### config.mk
export PLATFORM = sky130hd
export DESIGN_NAME = neureka_evt_unit_flat
export DESIGN_NICKNAME = d
export VERILOG_FILES = /design/src/rtl/neureka_evt_unit_if.sv /design/src/rtl/neureka_evt_unit.sv /design/src/flat_wrapper.sv
export SDC_FILE = /design/constraint.sdc
export NUM_CORES = 1
export LEC_CHECK = 0
export CORE_ASPECT_RATIO = 0.7
export CORE_MARGIN = 2
export CORE_UTILIZATION = 46
export DETAILED_ROUTE_END_ITERATION = 8
export PLACE_DENSITY = 0.78
export SETUP_SLACK_MARGIN = 0.15
export SLEW_MARGIN = 15
export SYNTH_ARGS = -nofsm -noshare
export SYNTH_HDL_FRONTEND = slang
export SYNTH_SLANG_ARGS = --single-unit
### constraint.sdc
create_clock -name clk_i -period 2.5 [get_ports clk_i]
set_input_delay 0.75 -clock clk_i [delete_from_list [all_inputs] [get_ports clk_i]]
set_output_delay 0.75 -clock clk_i [all_outputs]
set_load 0.01 [all_outputs]
### src/rtl/neureka_evt_unit_if.sv
// rtl/neureka_evt_unit_if.sv - event/busy inputs and interrupt-side outputs of neureka_evt_unit (NEUREKA_EVT_PERF_EN adds busy_cycles_o)
interface neureka_evt_unit_if #(
  parameter int N_CORES       = 8,
  parameter int REGFILE_N_EVT = 2,
  parameter int CNT_W         = 16,
  parameter int TO_W          = 24
);
  logic [N_CORES*REGFILE_N_EVT-1:0] evt_i;
  logic                             busy_i;
  logic [N_CORES-1:0]               ack_i;
  logic [TO_W-1:0]                  timeout_cfg_i;
  logic [N_CORES*REGFILE_N_EVT-1:0] pending_o;
  logic [N_CORES-1:0]               overrun_o;
  logic [N_CORES-1:0]               irq_o;
  logic [CNT_W-1:0]                 job_cnt_o;
  logic                             timeout_o;
  logic [1:0]                       wd_state_o;
`ifdef NEUREKA_EVT_PERF_EN
  logic [31:0]                      busy_cycles_o;

  modport master (
    output evt_i, busy_i, ack_i, timeout_cfg_i,
    input  pending_o, overrun_o, irq_o, job_cnt_o, timeout_o, wd_state_o, busy_cycles_o
  );

  modport slave (
    input  evt_i, busy_i, ack_i, timeout_cfg_i,
    output pending_o, overrun_o, irq_o, job_cnt_o, timeout_o, wd_state_o, busy_cycles_o
  );
`else
  modport master (
    output evt_i, busy_i, ack_i, timeout_cfg_i,
    input  pending_o, overrun_o, irq_o, job_cnt_o, timeout_o, wd_state_o
  );

  modport slave (
    input  evt_i, busy_i, ack_i, timeout_cfg_i,
    output pending_o, overrun_o, irq_o, job_cnt_o, timeout_o, wd_state_o
  );
`endif
endinterface

### src/rtl/neureka_evt_unit.sv
// rtl/neureka_evt_unit.sv - sticky per-core events, registered irqs, job counter and busy watchdog (NEUREKA_EVT_PERF_EN adds busy-cycle counter)
module neureka_evt_unit #(
  parameter int N_CORES       = 8,
  parameter int REGFILE_N_EVT = 2,
  parameter int CNT_W         = 16,
  parameter int TO_W          = 24
) (
  input  logic              clk_i,
  input  logic              rst_ni,
  input  logic              clear_i,
  neureka_evt_unit_if.slave bus
);

  localparam int N_EVT = N_CORES * REGFILE_N_EVT;

  typedef enum logic [1:0] {
    WD_IDLE    = 2'd0,
    WD_RUN     = 2'd1,
    WD_TIMEOUT = 2'd2
  } wd_state_e;

  logic [N_EVT-1:0]   pending_q, pending_d;
  logic [N_CORES-1:0] overrun_q, overrun_d;
  logic [N_CORES-1:0] irq_q, irq_d;
  logic               busy_q;
  logic               job_done;
  logic [CNT_W-1:0]   job_cnt_q, job_cnt_d;
  wd_state_e          wd_state_q, wd_state_d;
  logic [TO_W-1:0]    wd_cnt_q, wd_cnt_d;
  logic [TO_W-1:0]    wd_limit;

  // Pending bits: an event in the same cycle as an ack wins, so nothing is lost.
  // Overrun: set when an event hits an already pending, un-acked bit; ack clears it.
  // Irq: one cycle behind pending, so it reflects the registered pending state.
  always_comb begin
    pending_d = pending_q;
    overrun_d = overrun_q;
    irq_d     = irq_q;
    for (int c = 0; c < N_CORES; c++) begin
      pending_d[c*REGFILE_N_EVT +: REGFILE_N_EVT] =
          bus.evt_i[c*REGFILE_N_EVT +: REGFILE_N_EVT] |
          (pending_q[c*REGFILE_N_EVT +: REGFILE_N_EVT] & {REGFILE_N_EVT{~bus.ack_i[c]}});
      if (bus.ack_i[c]) begin
        overrun_d[c] = 1'b0;
      end else if (|(bus.evt_i[c*REGFILE_N_EVT +: REGFILE_N_EVT] &
                     pending_q[c*REGFILE_N_EVT +: REGFILE_N_EVT])) begin
        overrun_d[c] = 1'b1;
      end
      irq_d[c] = |pending_q[c*REGFILE_N_EVT +: REGFILE_N_EVT];
    end
  end

  // A job completes on each busy falling edge; the count sticks at all-ones.
  assign job_done  = busy_q & ~bus.busy_i;
  assign job_cnt_d = (job_done && (job_cnt_q != {CNT_W{1'b1}})) ? job_cnt_q + CNT_W'(1) : job_cnt_q;

  // The limit is compared live; a zero limit never reaches RUN so its wrap is harmless.
  assign wd_limit = bus.timeout_cfg_i - TO_W'(1);

  // Watchdog next-state: RUN counts busy cycles, TIMEOUT holds until clear/reset.
  always_comb begin
    wd_state_d = wd_state_q;
    wd_cnt_d   = wd_cnt_q;
    unique case (wd_state_q)
      WD_IDLE: begin
        if (bus.busy_i && (bus.timeout_cfg_i != '0)) begin
          wd_state_d = WD_RUN;
          wd_cnt_d   = '0;
        end
      end
      WD_RUN: begin
        if (!bus.busy_i) begin
          wd_state_d = WD_IDLE;
        end else if (wd_cnt_q == wd_limit) begin
          wd_state_d = WD_TIMEOUT;
        end else begin
          wd_cnt_d = wd_cnt_q + TO_W'(1);
        end
      end
      WD_TIMEOUT: begin
        wd_state_d = WD_TIMEOUT;
      end
      default: begin
        wd_state_d = WD_IDLE;
      end
    endcase
  end

  // State registers; clear_i behaves like a synchronous reset and beats every other input.
  always_ff @(posedge clk_i or negedge rst_ni) begin
    if (!rst_ni) begin
      pending_q  <= '0;
      overrun_q  <= '0;
      irq_q      <= '0;
      busy_q     <= 1'b0;
      job_cnt_q  <= '0;
      wd_state_q <= WD_IDLE;
      wd_cnt_q   <= '0;
    end else if (clear_i) begin
      pending_q  <= '0;
      overrun_q  <= '0;
      irq_q      <= '0;
      busy_q     <= 1'b0;
      job_cnt_q  <= '0;
      wd_state_q <= WD_IDLE;
      wd_cnt_q   <= '0;
    end else begin
      pending_q  <= pending_d;
      overrun_q  <= overrun_d;
      irq_q      <= irq_d;
      busy_q     <= bus.busy_i;
      job_cnt_q  <= job_cnt_d;
      wd_state_q <= wd_state_d;
      wd_cnt_q   <= wd_cnt_d;
    end
  end

  assign bus.pending_o  = pending_q;
  assign bus.overrun_o  = overrun_q;
  assign bus.irq_o      = irq_q;
  assign bus.job_cnt_o  = job_cnt_q;
  assign bus.timeout_o  = (wd_state_q == WD_TIMEOUT);
  assign bus.wd_state_o = wd_state_q;

`ifdef NEUREKA_EVT_PERF_EN
  logic [31:0] busy_cycles_q;

  // Saturating count of cycles spent busy.
  always_ff @(posedge clk_i or negedge rst_ni) begin
    if (!rst_ni) begin
      busy_cycles_q <= '0;
    end else if (clear_i) begin
      busy_cycles_q <= '0;
    end else if (bus.busy_i && (busy_cycles_q != 32'hFFFF_FFFF)) begin
      busy_cycles_q <= busy_cycles_q + 32'd1;
    end
  end

  assign bus.busy_cycles_o = busy_cycles_q;
`endif

endmodule
### src/flat_wrapper.sv
// flat-port wrapper written by rule: the top's interface ports become plain ports
module neureka_evt_unit_flat 
#(
  parameter int N_CORES       = 8,
  parameter int REGFILE_N_EVT = 2,
  parameter int CNT_W         = 16,
  parameter int TO_W          = 24
)
  (clk_i, rst_ni, clear_i, bus_evt_i, bus_busy_i, bus_ack_i, bus_timeout_cfg_i, bus_pending_o, bus_overrun_o, bus_irq_o, bus_job_cnt_o, bus_timeout_o, bus_wd_state_o);
  neureka_evt_unit_if #(.N_CORES(N_CORES), .REGFILE_N_EVT(REGFILE_N_EVT), .CNT_W(CNT_W), .TO_W(TO_W)) bus_i ();
  input  logic clk_i;
  input  logic rst_ni;
  input  logic clear_i;
  input wire logic [$bits(bus_i.evt_i)-1:0] bus_evt_i;
  input wire logic [$bits(bus_i.busy_i)-1:0] bus_busy_i;
  input wire logic [$bits(bus_i.ack_i)-1:0] bus_ack_i;
  input wire logic [$bits(bus_i.timeout_cfg_i)-1:0] bus_timeout_cfg_i;
  output wire logic [$bits(bus_i.pending_o)-1:0] bus_pending_o;
  output wire logic [$bits(bus_i.overrun_o)-1:0] bus_overrun_o;
  output wire logic [$bits(bus_i.irq_o)-1:0] bus_irq_o;
  output wire logic [$bits(bus_i.job_cnt_o)-1:0] bus_job_cnt_o;
  output wire logic [$bits(bus_i.timeout_o)-1:0] bus_timeout_o;
  output wire logic [$bits(bus_i.wd_state_o)-1:0] bus_wd_state_o;
  assign bus_i.evt_i = bus_evt_i;
  assign bus_i.busy_i = bus_busy_i;
  assign bus_i.ack_i = bus_ack_i;
  assign bus_i.timeout_cfg_i = bus_timeout_cfg_i;
  assign bus_pending_o = bus_i.pending_o;
  assign bus_overrun_o = bus_i.overrun_o;
  assign bus_irq_o = bus_i.irq_o;
  assign bus_job_cnt_o = bus_i.job_cnt_o;
  assign bus_timeout_o = bus_i.timeout_o;
  assign bus_wd_state_o = bus_i.wd_state_o;
  neureka_evt_unit #(.N_CORES(N_CORES), .REGFILE_N_EVT(REGFILE_N_EVT), .CNT_W(CNT_W), .TO_W(TO_W)) u_core (.clk_i(clk_i), .rst_ni(rst_ni), .clear_i(clear_i), .bus(bus_i));
endmodule
==> results.toml, run 1 <==
[worst_setup_path]
crit_family = "simple AND/OR/NAND/NOR gates"
path_class = "input pin to flip-flop"
worstSetupStartpointType = "input pin"
slowest_stage = "or4_4"
crit_chain = "buf_6 -> or4_4 -> buf_4 -> or2_4 -> buf_4 -> o21ai_0 -> o31ai_1 -> a31o_1 -> and3_4 -> buf_12 -> or3_4 -> a21oi_2"
r2r_cells = 10
path_buf_inv = 4
cp_data_required_time_ns = 2.78
path_max_fanout = 7
worstPathArrival_ns = 3.65
rrSetupSlack_ns = -0.18
slowest_delay_ns = 0.52
cpMostUsedCell = "buf_4"
end_kind = "flip-flop"
crit_cells = 12

[timing]
period_minus_slack_ns = 3.372
whs_ns = 0.4081
finalCritPeriodShare_pct = 134.9
max_freq_mhz = 296.6
setup_viol = 26
setup_ws_ns = -0.8717
hold_viol_final = 0
report.final.slew_viol_count = 0
setup_tns_ns = -20.61
worstMarginPinSlew_ns = 0.6087
rsz0062_at_grt = "yes"
slew_headroom_pct = 59.42
final.setup_skew_ns = 0.006822

[synthesis]
synth-seq-cells = 75
synth.area.top_cells = "dfrtp_1 43%, nor2_1 5.2%, xnor2_1 4.8%"
synth_area_per_cell_um2 = 8.941
synth_edf_count = 0
yosys.area.top_type = "dfrtp_1"
ys.warnings.count = 0
synth.distinct_cells = 60
synthesis.nets = 549
yosysTopAreaCellShare_pct = 42.58
ys_seq_area_share_pct = 42.58
synth-main-ff-cell = "dfrtp_1"
syn_area_um2 = 4408
ys_async_sr_fraction_pct = 100.0
netlist_instances = 493

[floorplanning]
dieArea_um2 = 10390
start_util_pct = 48.02
die_x_um = 121
ios = 103
fp.dieH_um = 85.90
core-area_um2 = 9180
row_count = 29

[pwr]
clkPwrFrac_pct = 43.7
power.switching_mw = 0.8533
p_int_mw = 2.415
peakVddDrop_uv = 512.5
seqPwrFrac_pct = 40.0
pwr-share-comb_pct = 16.3
p_leak_nw = 2.911
p_sw_share_pct = 26.11
power_density_nw_per_um2 = 470.9

[cells_and_area]
finish.instance_area_um2 = 6940
area_growth_pct = 57.45
antennaDiodeCount = 0
drive_gt1_share_pct = 28.21
final_util_pct = 75.60
finalNetCount = 728
num-fill-cells = 586

[outcome]
violations = "negative setup slack"
status = "finished with violations"

[place]
io_buffers = 102
dpl_cell_area_um2 = 6100
gp_congestion = 0.9077
hpwl_um = 10000
pre_cts_slack_ns = -1.520

[routing]
drc = 0
totalWireLength_um = 15670
post_drt_wl_per_cell_um = 19.57
firstDrtPassIters = 7
route.vias.total = 4902
antenna_left = 0
drt_iter0_drc = 542
vias_per_cell = 6.120

[clock_tree]
cts_tree = "yes"
path_clk_slew_ns = 0.06
htreeDepth = 3
cts-root-buf = "clkbuf_16"
cts.path.max_buffers = 2
cts_buffers = 9
worstSkewPairLatency_ns = 0.35
cts_hold_buf = 0
cts.sink_count = 75

[global_route]
grt_pass1_wl_um = 23340
grt_overflow_total = 0
antenna_found_initial = 0
grt_max_degree = 50
grt_pass1_vias = 4865
track_usage_pct = 28.42

[run]
maxCapViolCount = 0

[min_path]
hold_class = "input pin to asynchronous set/reset pin"
-- routing by layer --
metal  vias to the layer above  global-route usage (%)  routed length (um)
li1                       2183                       -                   -
met1                      2364                   35.64                6220
met2                       282                   46.32                7503
met3                        73                   8.843                1367
met4                         0                   10.78                 581
met5                         -                       0                   0
-- synthesized netlist by cell type (all sizes together), types with 3 or more instances --
library cell and count:
a21oi 39, o211ai 5, a221oi 8, or4 3
nand2b 8, o21ai 19, inv 12, nand3 18
dfrtp 75, nor3 19, and4 4, nor2b 7
or4b 3, a21o 3, or3 23, xnor2 24
buf 9, xor2 15, nor4 17, nand3b 3
ha 4, o311ai 4, and3 10, a22oi 3
nor3b 3, nand2 32, clkbuf 15, a31oi 4
nor2 61, nand4 18, mux2i 3
-- through the flow --
step	total power, mW	std cells
detailed placement	1.807	772
floorplan	1.498	493
CTS	3.229	796
global placement	1.795	772
finish	3.268	801
global route	3.370	801
-- cell families after synthesis --
family / share of synthesized area (%)
adders and majority gates: 1.135
xor gates and xnor gates: 7.749
muxes: 0.9367
buffers and inverters: 3.576
DFF: 42.58
and+or+nand+nor: 28.50
AOI/OAI and AO/OA: 15.53
-- sequential cells by signal, indices dropped and copies added, names as in the netlist --
signal                 cells
u_core.wd_cnt_q           24
u_core.bus.job_cnt_o      16
u_core.bus.pending_o      16
u_core.bus.irq_o           8
u_core.bus.overrun_o       8
u_core.bus.wd_state_o      2
u_core.busy_q              1
-- cell usage in the layout (no fill, tap or decap), types with 12 or more instances in the layout --
| cell type | instances |
|---|---|
| nand2_1 | 30 |
| or3_1 | 14 |
| xnor2_1 | 24 |
| nand3_1 | 16 |
| a21oi_1 | 25 |
| dfrtp_1 | 75 |
| nand4_1 | 18 |
| buf_6 | 12 |
| nor2_1 | 60 |
| nor3_1 | 16 |
| a21oi_2 | 14 |
| inv_1 | 12 |
| clkdlybuf4s50_1 | 80 |
| buf_4 | 73 |
| xor2_1 | 14 |
-- power by group through the flow --
stage	registers (mW)	logic, mW	clock network (mW)
floorplan	1.33	0.169	0
global placement	1.32	0.472	0
detailed placement	1.32	0.485	0
CTS	1.30	0.499	1.43
global route	1.31	0.569	1.49
finish	1.31	0.533	1.43
-- worst reg2reg max path, stage by stage (launching register included) --
cell	delay, ns
dfrtp_1	0.42
xor2_2	0.22
or3b_2	0.46
a21o_1	0.21
a22o_1	0.23
nor4_4	0.27
buf_4	0.16
buf_6	0.09
and3_4	0.23
o21ai_2	0.07
a31oi_1	0.22
-- what timing repair did --
item	in CTS	in global routing
pin swaps	50	41
endpoints found under the setup margin	26	33
resized for setup	70	61
buffers inserted	6	5
gates cloned	2	0
-- final timing paths --
| kind | start | endpoint |
|---|---|---|
| hold / removal | rst_ni | u_core.bus.irq_o[1] |
| max in group asynchronous | rst_ni | u_core.bus.pending_o[5] |
| setup / recovery | bus_timeout_cfg_i[18] | u_core.wd_cnt_q[15] |
| setup reg to reg | u_core.wd_cnt_q[12] | u_core.wd_cnt_q[5] |
| hold reg to reg | u_core.bus.pending_o[12] | u_core.bus.irq_o[6] |
| min in group clk_i | u_core.bus.pending_o[12] | u_core.bus.irq_o[6] |
-- cell type report --
cell class                 instances  area, um^2  share of cell area (%)
tap                              124       155.1                   2.235
clock buffer                       9       225.2                   3.245
sequential                        75        1877                   27.04
clock inverter                     7       101.3                   1.460
multi-input combinational        383        2755                   39.70
timing repair buffer             191        1782                   25.67
inverter                          12       45.04                  0.6490
Note: power is estimated with default switching activity, not from simulation.
==> inputs of run 2 (changes only) <==
--- a/config.mk
+++ b/config.mk
@@ -6,7 +6,6 @@
 export NUM_CORES = 1
 export LEC_CHECK = 0
 export CORE_ASPECT_RATIO = 0.7
-export CORE_MARGIN = 2
 export CORE_UTILIZATION = 46
 export DETAILED_ROUTE_END_ITERATION = 8
 export PLACE_DENSITY = 0.78
==> results.toml, run 2 (synthesized netlist as in run 1, its figures left out) <==
[routing]
vias_per_cell = 6.112
post_drt_wl_per_cell_um = 18.97
totalWireLength_um = 15240
drt_iter0_drc = 463
antenna_left = 0
drc = 0
route.vias.total = 4908
firstDrtPassIters = 5

[clock_tree]
path_clk_slew_ns = 0.05
cts.sink_count = 75
cts_hold_buf = 0
htreeDepth = 3
cts-root-buf = "clkbuf_16"
cts_buffers = 9
worstSkewPairLatency_ns = 0.34
cts_tree = "yes"
cts.path.max_buffers = 2

[timing]
rsz0062_at_grt = "yes"
max_freq_mhz = 297.5
final.setup_skew_ns = 0.006017
slew_headroom_pct = 34.89
worstMarginPinSlew_ns = 0.9746
setup_viol = 26
period_minus_slack_ns = 3.361
finalCritPeriodShare_pct = 134.5
setup_ws_ns = -0.8613
hold_viol_final = 0
report.final.slew_viol_count = 0
setup_tns_ns = -20.52

[global_route]
grt_max_degree = 76
grt_pass1_vias = 4817
antenna_found_initial = 0
grt_pass1_wl_um = 23530
grt_overflow_total = 0
track_usage_pct = 29.99

[cells_and_area]
antennaDiodeCount = 0
final_cell_mix = "81 x clkdlybuf4s50_1, 79 x buf_4, 75 x dfrtp_1"
area_growth_pct = 54.10
drive_gt1_share_pct = 24.45
finish.instance_area_um2 = 6793
layout.cells.non_filler = 803
final_util_pct = 73.99
num-fill-cells = 610
regMostFlops = "u_core.wd_cnt_q"
largest_register_ffs = 24
finalNetCount = 732
final_common_cell = "clkdlybuf4s50_1"

[min_path]
hold_class = "input pin to asynchronous set/reset pin"

[outcome]
violations = "negative setup slack"
status = "finished with violations"

[floorplanning]
die_x_um = 119
dieArea_um2 = 9984
start_util_pct = 48.02
ios = 103
fp.dieH_um = 83.90
core-area_um2 = 9180
row_count = 29

[pwr]
p_int_mw = 2.306
p_leak_nw = 2.901
peakVddDrop_uv = 440.5
pwr-share-comb_pct = 17.3
power_density_nw_per_um2 = 456.8
clkPwrFrac_pct = 40.5
p_total_mw = 3.103
seqPwrFrac_pct = 42.2
p_sw_share_pct = 25.67
power.switching_mw = 0.7967

[worst_setup_path]
path_class = "input pin to flip-flop"
slowest_stage = "or4b_4"
slowest_delay_ns = 0.54
worstSetupStartpointType = "input pin"
end_kind = "flip-flop"
cp_data_required_time_ns = 2.77
path_max_fanout = 5
crit_family = "simple AND/OR/NAND/NOR gates"
path_buf_inv = 2
crit_chain = "clkdlybuf4s15_1 -> or4_4 -> or4b_4 -> o21a_1 -> or4b_4 -> nor4_4 -> and3_4 -> buf_12 -> a21oi_4 -> o21ba_4"
cpMostUsedCell = "or4b_4"
worstPathArrival_ns = 3.64

[place]
dp_cells = 775
dpl_cell_area_um2 = 6122
hpwl_um = 9735
gp_congestion = 0.9170
io_buffers = 102

[run]
maxCapViolCount = 0
[run 2: cell count changes in the layout (fill, tap and decap cells not counted), moves of 3 or more]
cell	previous run	this run
a21oi_2	14	7
a21oi_1	25	31
buf_4	73	79
clkbuf_2	4	0
clkbuf_8	0	4
o21ai_1	1	5
o21ai_2	11	7
or3_1	14	18
or3_4	9	5
dlygate4sd2_1	2	5
o311ai_1	1	4
o311ai_4	3	0
[run 2: repair_timing]
item	in CTS	in global routing
resized for setup	55	38
setup endpoints to repair	26	29
buffers inserted	8	4
pin swaps	31	27
cloned	2	0
[run 2: cell type report]
type                    count  area [um^2]  area share, %
clock buffers              13        280.3          4.126
multi-input cells         383         2599          38.26
repair buffers            195         1829          26.93
inverters                  12        45.04         0.6631
well taps                 124        155.1          2.284
clock inverters             1        7.507         0.1105
flip-flops and latches     75         1877          27.63
[run 2: final timing paths]
path	from	endpoint	slack [ns]	cells past startpoint
setup / recovery	bus_timeout_cfg_i[17]	u_core.wd_cnt_q[0]	-0.86	10
hold / removal	rst_ni	u_core.bus.pending_o[3]	0.44	2
setup reg to reg	u_core.wd_cnt_q[12]	u_core.wd_cnt_q[0]	-0.23	9
hold reg to reg	u_core.bus.pending_o[0]	u_core.bus.irq_o[0]	0.55	2
max in group asynchronous	rst_ni	u_core.bus.job_cnt_o[14]	1.73	2
min in group clk_i	u_core.bus.pending_o[0]	u_core.bus.irq_o[0]	0.55	2
[run 2: power by group through the flow]
stage	Combinational (mW)	Clock [mW]	Sequential, mW
6_report	0.537	1.26	1.31
5_1_grt	0.572	1.31	1.31
4_1_cts	0.513	1.27	1.31
3_5_place_dp	0.485	0	1.33
3_3_place_gp	0.469	0	1.32
2_1_floorplan	0.169	0	1.33
[run 2: through the flow]
stage,setup slack [ns],hold WS [ns]
floorplan,-0.9386,0.4544
global placement,-1.412,0.5307
detailed placement,-1.481,0.5290
CTS,-0.8759,0.4575
global route,-0.9062,0.4706
finish,-0.8613,0.4428
[run 2: metal layers]
metal | track usage [%] | wire length [um]
met3 | 6.831 | 1270
met1 | 38.61 | 5993
met2 | 49.15 | 7390
met4 | 11.28 | 580
met5 | 0 | 0
